**src/rtl/rtype_pkg.sv**
```systemverilog
// Shared constants for the R-type execution sequencer: instruction field
// positions, funct codes, ALU select encodings and the FSM state type.
package rtype_pkg;

    localparam int OPC_HI = 31, OPC_LO = 26;
    localparam int RS_HI  = 25, RS_LO  = 21;
    localparam int RT_HI  = 20, RT_LO  = 16;
    localparam int RD_HI  = 15, RD_LO  = 11;
    localparam int SH_HI  = 10, SH_LO  = 6;
    localparam int FN_HI  = 5,  FN_LO  = 0;

    localparam logic [5:0] FN_ADD = 6'h20;
    localparam logic [5:0] FN_SUB = 6'h22;
    localparam logic [5:0] FN_AND = 6'h24;
    localparam logic [5:0] FN_OR  = 6'h25;
    localparam logic [5:0] FN_XOR = 6'h26;
    localparam logic [5:0] FN_NOR = 6'h27;
    localparam logic [5:0] FN_SLL = 6'h00;
    localparam logic [5:0] FN_SRL = 6'h02;
    localparam logic [5:0] FN_SRA = 6'h03;

    localparam logic [4:0] ALU_SEL_ADD = 5'b00000;
    localparam logic [4:0] ALU_SEL_SUB = 5'b00001;
    localparam logic [4:0] ALU_SEL_AND = 5'b10000;
    localparam logic [4:0] ALU_SEL_OR  = 5'b10001;
    localparam logic [4:0] ALU_SEL_XOR = 5'b10010;
    localparam logic [4:0] ALU_SEL_NOR = 5'b10011;
    localparam logic [4:0] ALU_SEL_SLL = 5'b01000;
    localparam logic [4:0] ALU_SEL_SRL = 5'b01001;
    localparam logic [4:0] ALU_SEL_SRA = 5'b01010;

    typedef enum logic [2:0] {
        IDLE,
        READ,
        EXEC,
        WB,
        ERR
    } state_t;

endpackage

```
**src/rtl/rtype_exec_ctrl_if.sv**
```systemverilog
// Control, register-file and ALU bus of the R-type sequencer.
// slave = sequencer side, master = the surrounding datapath/control.
interface rtype_exec_ctrl_if #(
    parameter int DATA_W = 32,
    parameter int REG_AW = 5
);
    logic              start;
    logic [31:0]       instr;
    logic              busy;
    logic              done;
    logic              err;
    logic              carry;
    logic [REG_AW-1:0] rf_raddr1;
    logic [REG_AW-1:0] rf_raddr2;
    logic [DATA_W-1:0] rf_rdata1;
    logic [DATA_W-1:0] rf_rdata2;
    logic              rf_we;
    logic [REG_AW-1:0] rf_waddr;
    logic [DATA_W-1:0] rf_wdata;
    logic [DATA_W-1:0] alu_a;
    logic [DATA_W-1:0] alu_b;
    logic [4:0]        alu_sel;
    logic [DATA_W-1:0] alu_out;
    logic              alu_cout;

    modport slave (
        input  start, instr, rf_rdata1, rf_rdata2, alu_out, alu_cout,
        output busy, done, err, carry, rf_raddr1, rf_raddr2,
               rf_we, rf_waddr, rf_wdata, alu_a, alu_b, alu_sel
    );

    modport master (
        output start, instr, rf_rdata1, rf_rdata2, alu_out, alu_cout,
        input  busy, done, err, carry, rf_raddr1, rf_raddr2,
               rf_we, rf_waddr, rf_wdata, alu_a, alu_b, alu_sel
    );
endinterface

```
**src/rtl/rtype_decode.sv**
```systemverilog
// Combinational R-type decode: opcode/funct to ALU select and op class.
module rtype_decode
    import rtype_pkg::*;
(
    input  logic [5:0] opcode,
    input  logic [5:0] funct,
    output logic [4:0] alu_sel,
    output logic       is_shift,
    output logic       is_arith,
    output logic       illegal
);
    always_comb begin
        alu_sel  = '0;
        is_shift = 1'b0;
        is_arith = 1'b0;
        illegal  = 1'b0;
        case (funct)
            FN_ADD: begin alu_sel = ALU_SEL_ADD; is_arith = 1'b1; end
            FN_SUB: begin alu_sel = ALU_SEL_SUB; is_arith = 1'b1; end
            FN_AND: alu_sel = ALU_SEL_AND;
            FN_OR:  alu_sel = ALU_SEL_OR;
            FN_XOR: alu_sel = ALU_SEL_XOR;
            FN_NOR: alu_sel = ALU_SEL_NOR;
            FN_SLL: begin alu_sel = ALU_SEL_SLL; is_shift = 1'b1; end
            FN_SRL: begin alu_sel = ALU_SEL_SRL; is_shift = 1'b1; end
            FN_SRA: begin alu_sel = ALU_SEL_SRA; is_shift = 1'b1; end
            default: illegal = 1'b1;
        endcase
        if (opcode != 6'd0) begin
            alu_sel  = '0;
            is_shift = 1'b0;
            is_arith = 1'b0;
            illegal  = 1'b1;
        end
    end
endmodule

```
**src/rtl/rtype_exec_ctrl.sv**
```systemverilog
// Multi-cycle R-type sequencer: read rs/rt, drive the ALU (iterating
// single-bit shifts shamt times), write rd, report done/err/carry.
module rtype_exec_ctrl
    import rtype_pkg::*;
#(
    parameter int DATA_W = 32,
    parameter int REG_AW = 5
) (
    input logic              clk,
    input logic              reset,
    rtype_exec_ctrl_if.slave bus
);
    state_t            state, state_nx;
    logic [31:0]       instr_q;
    logic [DATA_W-1:0] op_a, op_b, result;
    logic [4:0]        cnt;
    logic              carry_q;

    logic [4:0]        dec_sel;
    logic              is_shift, is_arith, illegal;
    logic [REG_AW-1:0] rd;
    logic [4:0]        shamt;

    assign rd    = REG_AW'(instr_q[RD_HI:RD_LO]);
    assign shamt = instr_q[SH_HI:SH_LO];

    rtype_decode u_dec (
        .opcode   (instr_q[OPC_HI:OPC_LO]),
        .funct    (instr_q[FN_HI:FN_LO]),
        .alu_sel  (dec_sel),
        .is_shift (is_shift),
        .is_arith (is_arith),
        .illegal  (illegal)
    );

    always_ff @(posedge clk) begin
        if (reset) state <= IDLE;
        else       state <= state_nx;
    end

    always_comb begin
        state_nx      = state;
        bus.busy      = (state != IDLE);
        bus.done      = 1'b0;
        bus.err       = 1'b0;
        bus.rf_we     = 1'b0;
        bus.rf_waddr  = '0;
        bus.rf_wdata  = '0;
        bus.alu_sel   = '0;
        bus.carry     = carry_q;
        bus.alu_a     = op_a;
        bus.alu_b     = op_b;
        bus.rf_raddr1 = REG_AW'(instr_q[RS_HI:RS_LO]);
        bus.rf_raddr2 = REG_AW'(instr_q[RT_HI:RT_LO]);
        case (state)
            IDLE: if (bus.start) state_nx = READ;
            READ: state_nx = illegal ? ERR : EXEC;
            EXEC: begin
                bus.alu_sel = dec_sel;
                if (!is_shift || cnt <= 5'd1) state_nx = WB;
            end
            WB: begin
                bus.done     = 1'b1;
                bus.rf_we    = (rd != '0);
                bus.rf_waddr = rd;
                bus.rf_wdata = result;
                state_nx     = IDLE;
            end
            ERR: begin
                bus.done = 1'b1;
                bus.err  = 1'b1;
                state_nx = IDLE;
            end
            default: state_nx = IDLE;
        endcase
    end

    // op_a is the ALU A register; for shifts it starts at rt and follows the
    // running result, but is not advanced on the final pass so alu_a holds.
    always_ff @(posedge clk) begin
        if (reset) begin
            instr_q <= '0;
            op_a    <= '0;
            op_b    <= '0;
            result  <= '0;
            cnt     <= '0;
            carry_q <= 1'b0;
        end else begin
            case (state)
                IDLE: if (bus.start) instr_q <= bus.instr;
                READ: if (!illegal) begin
                    op_a   <= is_shift ? bus.rf_rdata2 : bus.rf_rdata1;
                    op_b   <= bus.rf_rdata2;
                    result <= bus.rf_rdata2;
                    cnt    <= shamt;
                end
                EXEC: begin
                    if (is_shift) begin
                        // shamt=0 leaves result at rt and ignores the ALU
                        if (cnt != 5'd0) begin
                            result <= bus.alu_out;
                            cnt    <= cnt - 5'd1;
                            if (cnt > 5'd1) op_a <= bus.alu_out;
                        end
                    end else begin
                        result <= bus.alu_out;
                        if (is_arith) carry_q <= bus.alu_cout;
                    end
                end
                default: ;
            endcase
        end
    end
endmodule

```
**src/flat_wrapper.sv**
```systemverilog
// flat-port wrapper written by rule: the top's interface ports become plain ports
module rtype_exec_ctrl_flat import rtype_pkg::*;
#(
    parameter int DATA_W = 32,
    parameter int REG_AW = 5
)
  (clk, reset, bus_start, bus_instr, bus_rf_rdata1, bus_rf_rdata2, bus_alu_out, bus_alu_cout, bus_busy, bus_done, bus_err, bus_carry, bus_rf_raddr1, bus_rf_raddr2, bus_rf_we, bus_rf_waddr, bus_rf_wdata, bus_alu_a, bus_alu_b, bus_alu_sel);
  rtype_exec_ctrl_if #(.DATA_W(DATA_W), .REG_AW(REG_AW)) bus_i ();
  input logic clk;
  input logic reset;
  input wire logic [$bits(bus_i.start)-1:0] bus_start;
  input wire logic [$bits(bus_i.instr)-1:0] bus_instr;
  input wire logic [$bits(bus_i.rf_rdata1)-1:0] bus_rf_rdata1;
  input wire logic [$bits(bus_i.rf_rdata2)-1:0] bus_rf_rdata2;
  input wire logic [$bits(bus_i.alu_out)-1:0] bus_alu_out;
  input wire logic [$bits(bus_i.alu_cout)-1:0] bus_alu_cout;
  output wire logic [$bits(bus_i.busy)-1:0] bus_busy;
  output wire logic [$bits(bus_i.done)-1:0] bus_done;
  output wire logic [$bits(bus_i.err)-1:0] bus_err;
  output wire logic [$bits(bus_i.carry)-1:0] bus_carry;
  output wire logic [$bits(bus_i.rf_raddr1)-1:0] bus_rf_raddr1;
  output wire logic [$bits(bus_i.rf_raddr2)-1:0] bus_rf_raddr2;
  output wire logic [$bits(bus_i.rf_we)-1:0] bus_rf_we;
  output wire logic [$bits(bus_i.rf_waddr)-1:0] bus_rf_waddr;
  output wire logic [$bits(bus_i.rf_wdata)-1:0] bus_rf_wdata;
  output wire logic [$bits(bus_i.alu_a)-1:0] bus_alu_a;
  output wire logic [$bits(bus_i.alu_b)-1:0] bus_alu_b;
  output wire logic [$bits(bus_i.alu_sel)-1:0] bus_alu_sel;
  assign bus_i.start = bus_start;
  assign bus_i.instr = bus_instr;
  assign bus_i.rf_rdata1 = bus_rf_rdata1;
  assign bus_i.rf_rdata2 = bus_rf_rdata2;
  assign bus_i.alu_out = bus_alu_out;
  assign bus_i.alu_cout = bus_alu_cout;
  assign bus_busy = bus_i.busy;
  assign bus_done = bus_i.done;
  assign bus_err = bus_i.err;
  assign bus_carry = bus_i.carry;
  assign bus_rf_raddr1 = bus_i.rf_raddr1;
  assign bus_rf_raddr2 = bus_i.rf_raddr2;
  assign bus_rf_we = bus_i.rf_we;
  assign bus_rf_waddr = bus_i.rf_waddr;
  assign bus_rf_wdata = bus_i.rf_wdata;
  assign bus_alu_a = bus_i.alu_a;
  assign bus_alu_b = bus_i.alu_b;
  assign bus_alu_sel = bus_i.alu_sel;
  rtype_exec_ctrl #(.DATA_W(DATA_W), .REG_AW(REG_AW)) u_core (.clk(clk), .reset(reset), .bus(bus_i));
endmodule
```
**config.mk**
```make
export PLATFORM = sky130hd
export DESIGN_NAME = rtype_exec_ctrl_flat
export DESIGN_NICKNAME = d
export VERILOG_FILES = /design/src/rtl/rtype_pkg.sv /design/src/rtl/rtype_exec_ctrl_if.sv /design/src/rtl/rtype_decode.sv /design/src/rtl/rtype_exec_ctrl.sv /design/src/flat_wrapper.sv
export SDC_FILE = /design/constraint.sdc
export NUM_CORES = 1
export LEC_CHECK = 0
export BUFFER_PORTS_ARGS = -buffer_cell sky130_fd_sc_hd__buf_2
export CAP_MARGIN = 25
export CORE_ASPECT_RATIO = 1.5
export CORE_MARGIN = 2
export CORE_UTILIZATION = 50
export CTS_CLUSTER_SIZE = 24
export DETAILED_ROUTE_END_ITERATION = 12
export GPL_TIMING_DRIVEN = 0
export PLACE_DENSITY = 0.82
export SYNTH_ARGS = -nofsm -noshare
export SYNTH_HDL_FRONTEND = slang
export SYNTH_SLANG_ARGS = --single-unit
```
**constraint.sdc**
```tcl
create_clock -name clk -period 6.05 [get_ports clk]
set_input_delay 0.3025 -clock clk [delete_from_list [all_inputs] [get_ports clk]]
set_output_delay 0.3025 -clock clk [all_outputs]
set_load 0.005 [all_outputs]
```
; After elaboration in Yosys (flattened, before gate mapping)
; Cells that the tools add are included.
; Widths: inputs -> output; s select.
[word_totals]
register_bits = 137
output_inout_bits = 121
word_cells = 83
[op_classes]
add_sub_neg = 1
order_cmp = 2
n_eq_ne = 19
n_mux = 32
bitwise_logic = 2
reduce_logical = 20
[ops]
columns = cell, n
row1 = $mux 32, 9
row2 = $pmux 32 s2, 2
row3 = $pmux 5 s8, 1
row4 = $eq 6x6->1 const B, 6
row5 = $mux 5, 6
row6 = $eq 6x2->1 const B, 2
row7 = $pmux 5 s2, 1
row8 = $reduce_bool 5->1, 2
row9 = $mux 1, 9
row10 = $mux 3, 3
row11 = $pmux 3 s3, 1
row12 = $reduce_or 9->1, 1
row13 = $ne 2x1->1 const B, 4
row14 = $eq 3x2->1 const B, 2
row15 = $logic_not 6->1, 1
row16 = $reduce_and 2->1, 3
row17 = $reduce_and 3->1, 2
row18 = $reduce_bool 6->1, 1
row19 = $gt 5x1->1 const B, 1
row20 = $le 5x1->1 const B, 1
row21 = $reduce_and 5->1, 1
row22 = $sub 5x1->5 const B, 1
row23 = $ne 2x2->1 const B, 2
row24 = $reduce_and 4->1, 1
row25 = other kinds (11), 13

; Depth between registers and ports, before layout
; Gate-level depths: netlist (run 1).
[depth]
ltp_word = 8
depth_mapped = 8
depth_no_buf = 6

; Hierarchy
; From an unflattened synthesis (run 1), not the netlist that was laid out.
[unflattened]
hier_cells = 823
hier_area_um2 = 7115.6
[modules_own_cells]
columns = module, n_inst, cells_each, area_each_um2
row1 = rtype_exec_ctrl, 1, 802, 6971.7
row2 = rtype_decode, 1, 21, 143.9

; Worst setup path after synthesis (run 1)
; Ideal clock, no wire load.
[synth_timing]
path_type = register -> register
startpoint = register u_core.instr_q[2]
endpoint = register u_core.op_a[0] (netlist: u_core.bus.alu_a[0])
arrival_ps = 1863
path_slack_ps = 4115
stages_incl_launch_ff = 7
period_less_slack_ps = 1935
path_cell_list = dfxtp_1 or2_1 or3_4 a211o_1 o21ai_4 buf_12 mux2i_1
[synth_via]
elab_chain_len = 7
[synth_lines]
columns = element, line_no
row1 = from (decl), rtype_exec_ctrl.sv:14  ; logic [31:0] instr_q;
row2 = from (signal assigned), rtype_exec_ctrl.sv:90  ; IDLE: if (bus.start) instr_q <= bus.instr;
row3 = $eq 6x2->1 or $logic_not 6->1 (tied branches), rtype_decode.sv:17  ; case (funct)
row4 = $reduce_or 3->1 (no source line), -
row5 = $mux 1, rtype_decode.sv:17
row6 = $mux 1, rtype_decode.sv:29  ; if (opcode != 6'd0) begin
row7 = $mux 32, rtype_exec_ctrl.sv:92  ; op_a <= is_shift ? bus.rf_rdata2 : bus.rf_rdata1;
row8 = $mux 32, rtype_exec_ctrl.sv:91  ; READ: if (!illegal) begin
row9 = $pmux 32 s2, rtype_exec_ctrl.sv:89  ; case (state)
row10 = to (signal assigned), rtype_exec_ctrl.sv:92
row11 = to (signal assigned), rtype_exec_ctrl.sv:103  ; if (cnt > 5'd1) op_a <= bus.alu_out;
row12 = to (decl), rtype_exec_ctrl.sv:15  ; logic [DATA_W-1:0] op_a, op_b, result;
; Several ways; a longest one is shown, not always the timed one. The select of a mux whose other input is x is not followed.
; A chain may end at the register's enable or synchronous reset.

; Worst setup path after layout (run 1)
[layout_timing]
startpoint = register u_core.state[1]
endpoint = output bus_rf_wdata[16]
[layout_via]
elab_chain_len = 2
[layout_lines]
columns = element, line_no
row1 = from (decl), rtype_exec_ctrl.sv:13  ; state_t state, state_nx;
row2 = from (signal assigned), rtype_exec_ctrl.sv:38  ; else state <= state_nx;
row3 = $eq 3x2->1, rtype_exec_ctrl.sv:55  ; case (state)
row4 = $mux 32, rtype_exec_ctrl.sv:55
row5 = to (decl), flat_wrapper.sv:25  ; output wire logic [$bits(bus_i.rf_wdata)-1:0] bus_rf_wdata;
; Every way passes these cells.

==> impl_metrics.toml, run 1 <==
[route]
wirelength_mm = 21.8
initialDrtViolationCount = 304
via_count = 6807
drc = 0
postRouteAntennaNets = 0
wire_per_inst_um = 17.6
dr.pass1.iters = 5
viasPerCell = 5.48

[global_routing]
first_global_vias = 6822
grt_max_degree = 17
grt_pass1_wl_mm = 34.1
grt_usage = 0.291
grt.overflow.total = 0
antenna_found_initial = 0

[synthesis]
yosys_warnings = 0
avgSynthCellArea_um2 = 8.74
synth-edff-count = 0
synth_cell_types = 49
postSynthCellCount = 800
synth_seq_area_share = 0.392
synth_top_flop_cell = "dfxtp_1"
async_reset_ff_frac = 0
yosys_register_bits = 137
synthesis.area_um2 = 6990
syn_nets = 935

[worst_setup_path]
r2r_slack_ns = 3.62
crit_top_cell = "clkbuf_1"
crit_buf_inv = 4
crit_fanout = 10
cp_top_family = "buffers and inverters"
critPathRequiredTime_ns = 5.75
cpMaxStageDelayCell = "nor3b_1"
endpoint_kind = "primary output"
critPathKind = "reg -> out"
path_cells = "inv_1 > nor3b_1 > clkbuf_1 > clkbuf_1 > and2_1 > buf_2"
critPathLaunchType = "flip-flop"
rr_endpoint = "u_core.result[21]"
r2r_start = "u_core.state[1]"
cp_data_arrival_time_ns = 2.75
worstRegToRegCells = 5
slowest_delay_ns = 0.54

[timing]
fin_setup_tns_ns = 0
hold_slack_ns = 0.114
maxSlewViolCount = 0
final.period_utilization = 0.504
setup_viol = 0
period_needed_ns = 3.05
finalClockSkew_ns = 0.00955
relSlewSlack = 0.396
hold_viol = 0
tightest_slew_ns = 0.906
rsz0062_at_grt = "false"
timing.fmax_ghz = 0.328

[finish]
antenna_cells = 0
fin_nets = 1204
drive_gt1_frac = 0.324
syn_to_final_growth_pct = 29.3

[placed_design]
dp_hpwl_mm = 16.4
port_buffers = 250
gp_congestion = 0.897

[clocking]
cts_tree = "built"
clock_latency_ns = 0.42
cts.clk_slew.worst_paths_ns = 0.06
cts_sinks = 137
cts_inserted_buffers = 17
root_buffer = "clkbuf_16"
ctsResizeCount = 0
cts_setup_buffers = 0
htreeDepth = 4
hold_buffers = 0
clock_path_buffers = 2

[worst_hold_path]
hp-class = "in -> reg"
worstHoldStart = "bus_alu_cout"
hold_path_end = "u_core.bus.carry"
holdPathStages = 3

[outcome]
status = "completed"

[floorplan]
start_util = 0.514
rows = 52
die_h_um = 149
dieArea_um2 = 15000
io_pins = 253
fp.coreArea_um2 = 13600
die_w_um = 101

[power]
power_density_nw_per_um2 = 290
power_mw = 2.62
p_leak_nw = 3.93
vdd_drop_max_v = 0.000238

[job]
maxCapViolations = 0
## routing by layer
| metal | vias up | routed length [um] | track usage |
|---|---|---|---|
| li1 | 3292 | - | - |
| met1 | 3164 | 8560 | 0.321 |
| met2 | 287 | 11200 | 0.522 |
| met3 | 64 | 1290 | 0.0661 |
| met4 | 0 | 790 | 0.132 |
| met5 | - | 0 | 0 |
## registers in the layout (all words and copies together), names as in the netlist
name and cells:
u_core.bus.alu_a 32, u_core.bus.alu_b 32, u_core.bus.carry 1, u_core.cnt 5
u_core.instr_q 32, u_core.result 32, u_core.state 3
## stage by stage
stage	util	instance area, um^2	setup WS [ns]	instances
after global placement	0.621	8450	3.50	1212
final	0.665	9050	3.00	1243
after floorplan	-	6990	4.12	800
after global routing	0.665	9050	2.83	1243
after CTS	0.665	9050	3.01	1243
after detailed placement	0.621	8450	3.47	1212
## synthesized netlist by cell type, types with 2 or more instances
| cell | number | area share |
|---|---|---|
| dfxtp_1 | 137 | 0.39 |
| nand2_1 | 136 | 0.073 |
| mux2i_1 | 98 | 0.14 |
| a21oi_1 | 67 | 0.048 |
| clkbuf_1 | 47 | 0.025 |
| nor2_1 | 44 | 0.024 |
| and2_1 | 43 | 0.038 |
| a211o_1 | 36 | 0.045 |
| nor3_1 | 35 | 0.025 |
| nand2b_1 | 34 | 0.030 |
| a211oi_2 | 30 | 0.054 |
| buf_4 | 15 | 0.016 |
| buf_2 | 9 | 0.0064 |
| nor3b_1 | 6 | 0.0064 |
| inv_1 | 5 | 0.0027 |
| buf_6 | 4 | 0.0064 |
| a211oi_1 | 3 | 0.0032 |
| buf_12 | 3 | 0.0086 |
| ha_1 | 3 | 0.0054 |
| nand3_1 | 3 | 0.0021 |
| nor2b_1 | 3 | 0.0027 |
| o21ai_0 | 3 | 0.0021 |
| a21o_1 | 2 | 0.0021 |
| and3_1 | 2 | 0.0018 |
| nor4_2 | 2 | 0.0036 |
| nor4b_1 | 2 | 0.0025 |
| o21a_1 | 2 | 0.0021 |
| o2bb2ai_1 | 2 | 0.0025 |
| o31ai_1 | 2 | 0.0021 |
| o32ai_1 | 2 | 0.0025 |
| or2_1 | 2 | 0.0018 |
## cells by family after synthesis
family / after synthesis / synth area share
other cells: 1 / 0.000536
simple gates: 323 / 0.225
flops: 137 / 0.392
mux: 98 / 0.140
fa+ha+maj: 3 / 0.00537
compound gates: 154 / 0.171
buf+inv: 84 / 0.0662
## layout by cell type (no fill, tap or decap), types with 35 or more instances in the layout
master / synthesis / final
a211o_1: 36 / 36
a21oi_1: 67 / 67
and2_1: 43 / 43
clkbuf_1: 47 / 48
mux2i_1: 98 / 98
buf_2: 9 / 259
dfxtp_1: 137 / 137
nand2_1: 136 / 136
nor3_1: 35 / 35
nor2_1: 44 / 44
## where the power goes
group          internal [mW]  switching, mW  total, mW
registers              0.975         0.0398       1.01
logic                  0.249          0.295      0.545
clock network          0.651          0.412       1.06
## worst max path at each step
stage | depth (start not counted) | slack (ns) | start | to
2_1_floorplan | 6 | 4.12 | u_core.instr_q[2] | u_core.bus.alu_a[0]
3_3_place_gp | 6 | 3.50 | u_core.state[0] | bus_rf_wdata[18]
3_5_place_dp | 6 | 3.47 | u_core.state[0] | bus_rf_wdata[16]
4_1_cts | 6 | 3.01 | u_core.state[1] | bus_rf_wdata[16]
5_1_grt | 6 | 2.83 | u_core.state[1] | bus_rf_wdata[16]
6_report | 6 | 3.00 | u_core.state[1] | bus_rf_wdata[16]
## area by class of cell
class | instances | area, um^2
fillers | 1148 | 4550
multi-input cells | 579 | 3790
flip-flops and latches | 137 | 2740
repair buffers | 250 | 1250
plain buffers | 79 | 444
clock buffers | 18 | 429
well taps | 162 | 203
clock inverters | 13 | 169
inverters | 5 | 18.8
## worst min-delay path: cells and delay by family
family,cells,cell delay (ns)
buffers and inverters,1,0.07
muxes,1,0.05
and+or+nand+nor,1,0.07
Power figures use the tool's default switching activity.
==> run 2, diff against run 1 <==
--- a/config.mk
+++ b/config.mk
@@ -9,11 +9,11 @@
 export CAP_MARGIN = 25
 export CORE_ASPECT_RATIO = 1.5
 export CORE_MARGIN = 2
-export CORE_UTILIZATION = 50
+export CORE_UTILIZATION = 45
 export CTS_CLUSTER_SIZE = 24
 export DETAILED_ROUTE_END_ITERATION = 12
 export GPL_TIMING_DRIVEN = 0
-export PLACE_DENSITY = 0.82
+export PLACE_DENSITY = 0.78
 export SYNTH_ARGS = -nofsm -noshare
 export SYNTH_HDL_FRONTEND = slang
 export SYNTH_SLANG_ARGS = --single-unit
==> constraint.sdc (replaced) <==
create_clock -name clk -period 2.8 [get_ports clk]
set_input_delay 0.14 -clock clk [delete_from_list [all_inputs] [get_ports clk]]
set_output_delay 0.14 -clock clk [all_outputs]
set_load 0.005 [all_outputs]
==> impl_metrics.toml, run 2 (synthesis results as in run 1) <==
[global_routing]
grt.overflow.total = 0
antenna_found_initial = 0
grt_usage = 0.289
grt_pass1_wl_mm = 37.6
first_global_vias = 7390
grt_max_degree = 17

[worst_setup_path]
r2r_slack_ns = 0.38
crit_fanout = 10
cp_data_arrival_time_ns = 2.50
critPathKind = "reg -> out"
critPathRequiredTime_ns = 2.66
critPathLaunchType = "flip-flop"
endpoint_kind = "primary output"

[timing]
final.period_utilization = 0.942
timing.fmax_ghz = 0.379
rsz0062_at_grt = "false"
finalClockSkew_ns = 0.0113
setup_viol = 0
tightest_slew_ns = 0.917
maxSlewViolCount = 0
period_needed_ns = 2.64
relSlewSlack = 0.389
hold_viol = 0
fin_setup_tns_ns = 0

[worst_hold_path]
hp-class = "in -> reg"

[clocking]
htreeDepth = 4
cts_sinks = 137
clock_latency_ns = 0.42
clock_path_buffers = 2
cts_setup_buffers = 0
cts_inserted_buffers = 17
cts.clk_slew.worst_paths_ns = 0.06
root_buffer = "clkbuf_16"
cts_tree = "built"

[route]
postRouteAntennaNets = 0
wire_per_inst_um = 18.1
viasPerCell = 5.34
wirelength_mm = 24.2
via_count = 7152
initialDrtViolationCount = 375
dr.pass1.iters = 7
drc = 0

[floorplan]
io_pins = 253
die_w_um = 106
die_h_um = 157
dieArea_um2 = 16600
fp.coreArea_um2 = 15100
rows = 55
start_util = 0.462

[finish]
fin_nets = 1264
drive_gt1_frac = 0.308
layout_common_cells = "buf_2, dfxtp_1, nand2_1, mux2i_1, a21oi_1"
layout_commonest_cell = "buf_2"
fin_util = 0.639
antenna_cells = 0
syn_to_final_growth_pct = 38.4

[placed_design]
dp_hpwl_mm = 17.0
gp_congestion = 0.871
port_buffers = 250

[outcome]
status = "completed"

[power]
vdd_drop_max_v = 0.000443
p_leak_nw = 4.17
power_density_nw_per_um2 = 588

[job]
maxCapViolations = 0
run 2: changes by cell type in the layout (fill, tap and decap cells not counted):
| cell | before | now |
|---|---|---|
| nor3b_2 | 0 | 1 |
| inv_6 | 4 | 3 |
| clkinv_4 | 1 | 3 |
| bufinv_16 | 3 | 2 |
| dlygate4sd3_1 | 0 | 60 |
| nor3b_1 | 6 | 5 |
run 2: critical path, cell delays in order (launching register included):
cell      delay [ns]
dfxtp_1         0.31
clkbuf_1        0.27
nor3b_2         0.37
clkbuf_1        0.44
clkbuf_1        0.39
and2_1          0.21
buf_2           0.11
run 2: timing repair:
action,CTS,global route
endpoints found under the hold margin,60,0
hold buffers,60,0
resized for setup,0,1
endpoints found under the setup margin,0,10
run 2: final cells by class:
type / instances / area (um^2)
fill: 1281 / 5460
multi-input combinational: 579 / 3790
sequential: 137 / 2740
timing repair buffer: 310 / 1850
buffer: 79 / 444
clock buffer: 18 / 429
tap: 199 / 249
clock inverter: 13 / 148
inverter: 5 / 18.8
run 2: per-layer routing:
metal  global-route usage  wire [um]  up-vias
li1                     -          -     3414
met1                0.312       9160     3360
met2                0.527      12700      307
met3               0.0641       1480       71
met4                0.147        908        0
met5                    0          0        -
run 2: stage by stage:
stage	worst slack, ns	area (um^2)	instances	hold WS [ns]	total power, mW
3_3_place_gp	0.400	8490	1249	0.376	3.39
2_1_floorplan	0.865	6990	800	0.276	3.01
5_1_grt	0.0153	9680	1340	0.00931	5.91
6_report	0.163	9680	1340	0.00890	5.69
4_1_cts	0.0108	9670	1340	0.000447	5.70
3_5_place_dp	0.428	8490	1249	0.385	3.41
run 2: final timing paths:
path,startpoint,end,depth (start not counted)
worst max register to register,u_core.state[1],u_core.result[21],5
worst max-delay path,u_core.state[0],bus_rf_wdata[14],6
worst min register to register,u_core.bus.alu_b[30],u_core.bus.alu_b[30],2
worst min-delay path,bus_rf_rdata2[27],u_core.bus.alu_b[27],3
run 2: power by group:
group | internal, mW | switching (mW) | total, mW
clock network | 1.32 | 0.915 | 2.23
logic | 0.594 | 0.666 | 1.26
registers | 2.11 | 0.0911 | 2.20
==> run 3, diff against run 2 <==
--- a/config.mk
+++ b/config.mk
@@ -9,11 +9,12 @@
 export CAP_MARGIN = 25
 export CORE_ASPECT_RATIO = 1.5
 export CORE_MARGIN = 2
-export CORE_UTILIZATION = 45
+export CORE_UTILIZATION = 46
 export CTS_CLUSTER_SIZE = 24
 export DETAILED_ROUTE_END_ITERATION = 12
 export GPL_TIMING_DRIVEN = 0
-export PLACE_DENSITY = 0.78
+export PLACE_DENSITY = 0.8
 export SYNTH_ARGS = -nofsm -noshare
 export SYNTH_HDL_FRONTEND = slang
+export SYNTH_HIERARCHICAL = 1
 export SYNTH_SLANG_ARGS = --single-unit
==> impl_metrics.toml, run 3 <==
[outcome]
status = "completed"

[synthesis]
synth_area_leader_cell = "dfxtp_1"
postSynthCellCount = 823
synth_top_flop_cell = "dfxtp_1"
async_reset_ff_frac = 0
avgSynthCellArea_um2 = 8.65
synth-edff-count = 0
synthesis.area_um2 = 7120
synth_cell_types = 53
yosys_warnings = 6
yosysMostFrequentCell = "nand2_1"
synth_top_cells_by_count = "nand2_1, dfxtp_1, a21oi_1, and2_1"
synth_seq_area_share = 0.385
syn_nets = 957
yosys_register_bits = 137
yosysTopAreaCellShare = 0.385
yosys-top-cells-area = "dfxtp_1, nand2_1, a311oi_2"

[global_routing]
grt_pass1_wl_mm = 37.0
antenna_found_initial = 3
grt.overflow.total = 0
grt_max_degree = 17
first_global_vias = 7334
grt_usage = 0.284

[placed_design]
place_area_um2 = 8620
port_buffers = 250
gp_congestion = 0.871
dp_hpwl_mm = 16.7

[route]
wire_per_inst_um = 17.4
initialDrtViolationCount = 331
via_count = 7154
drc = 0
wirelength_mm = 23.9
dr.pass1.iters = 5
postRouteAntennaNets = 0
viasPerCell = 5.21

[floorplan]
die_w_um = 106
start_util = 0.470
die_h_um = 156
io_pins = 253
rows = 55
fp.coreArea_um2 = 15100
dieArea_um2 = 16500

[clocking]
cts.clk_slew.worst_paths_ns = 0.07
cts_sinks = 137
cts_inserted_buffers = 17
clock_latency_ns = 0.41
htreeDepth = 4
clock_path_buffers = 2
cts_tree = "built"
root_buffer = "clkbuf_16"

[worst_setup_path]
r2r_slack_ns = 0.09
critPathLaunchType = "flip-flop"
endpoint_kind = "flip-flop"
critPathRequiredTime_ns = 3.09
cp_data_arrival_time_ns = 3.00
r2r_start = "u_core/instr_q[4]"
worstRegToRegCells = 9
critPathKind = "reg -> reg"
crit_fanout = 10
rr_endpoint = "u_core/bus.alu_a[22]"

[timing]
hold_viol = 0
tightest_slew_ns = 0.981
timing.fmax_ghz = 0.369
final.period_utilization = 0.967
setup_viol = 0
rsz0062_at_grt = "false"
period_needed_ns = 2.71
finalClockSkew_ns = 0.0136
maxSlewViolCount = 0
hold_slack_ns = 0.0237
relSlewSlack = 0.343

[finish]
layout_common_cells = "buf_2, nand2_1, dfxtp_1, a21oi_1, dlygate4sd3_1"
fin_nets = 1291
finalInstanceArea_um2 = 9870
layout_commonest_cell = "buf_2"
syn_to_final_growth_pct = 38.6
drive_gt1_frac = 0.348

[power]
power_mw = 5.54
power_density_nw_per_um2 = 562
p_leak_nw = 4.65
vdd_drop_max_v = 0.000348

[worst_hold_path]
holdPathStages = 3
hold_path_end = "u_core/bus.alu_b[31]"
hp-class = "in -> reg"
worstHoldStart = "bus_rf_rdata2[31]"

[job]
maxCapViolations = 0
run 3: metal layers:
metal / wire length (um) / part of all wire / global-route usage
met5: 0 / 0 / 0
met4: 1100 / 0.046 / 0.142
met3: 1300 / 0.054 / 0.0496
met2: 12500 / 0.52 / 0.519
met1: 9000 / 0.38 / 0.314
run 3: cell families (layout without fill, tap and decap cells):
family,count (synthesis),after routing,synth area share
simple gates,380,380,0.251
compound gates,150,150,0.171
flops,137,137,0.385
buf+inv,86,433,0.0888
mux,67,67,0.0999
fa+ha+maj,2,2,0.00352
other cells,1,6,0.000527
run 3: worst max-delay path by stage:
stage	startpoint	endpoint	slack, ns	cells past startpoint
after detailed placement	u_core/instr_q[4]	u_core/bus.alu_b[25]	-0.20	8
after CTS	u_core/instr_q[4]	u_core/bus.alu_a[22]	0.06	9
final	u_core/instr_q[4]	u_core/bus.alu_a[22]	0.09	9
after global routing	u_core/instr_q[4]	u_core/result[15]	0.008	9
after global placement	u_core/instr_q[4]	u_core/bus.alu_b[25]	-0.16	8
after floorplan	u_core/instr_q[4]	u_core/bus.alu_a[10]	0.52	9
run 3: layout make-up:
| type | instances | area, um^2 |
|---|---|---|
| Antenna cell | 5 | 12.5 |
| Multi-Input combinational cell | 600 | 3740 |
| Fill cell | 1288 | 5270 |
| Clock buffer | 19 | 443 |
| Inverter | 5 | 18.8 |
| Buffer | 80 | 616 |
| Clock inverter | 13 | 135 |
| Sequential cell | 137 | 2740 |
| Timing Repair Buffer | 316 | 1900 |
| Tap cell | 199 | 249 |
run 3: critical path, cell delays in order (launching register included):
cell	delay [ns]
dfxtp_1	0.32
nor4_2	0.40
nand2_2	0.19
a2111oi_2	0.27
buf_4	0.25
inv_1	0.10
a21oi_1	0.39
o221ai_4	0.26
buf_4	0.26
mux2i_1	0.14
run 3: what timing repair did:
item                                   CTS  global route
gates resized for setup                  2             8
hold buffers                            63             0
pin swaps                                1             0
buffers inserted                         3             0
endpoints found under the hold margin   63             0
gates cloned                             0             0
setup endpoints to repair               71            18
run 3: report_power, final:
| group | leakage (nW) | switching, mW | total (mW) | internal [mW] |
|---|---|---|---|---|
| registers | 1.11 | 0.0688 | 2.14 | 2.07 |
| clock network | 0.278 | 0.928 | 2.20 | 1.27 |
| logic | 3.26 | 0.607 | 1.20 | 0.590 |
run 3: through the flow:
step	setup TNS, ns	setup slack (ns)	instances	utilization
floorplan	0	0.524	823	-
CTS	0	0.0556	1369	0.650
detailed placement	-5.89	-0.199	1272	0.569
global route	0	0.00788	1372	0.651
global placement	-3.61	-0.157	1272	0.569
finish	0	0.0929	1374	0.652
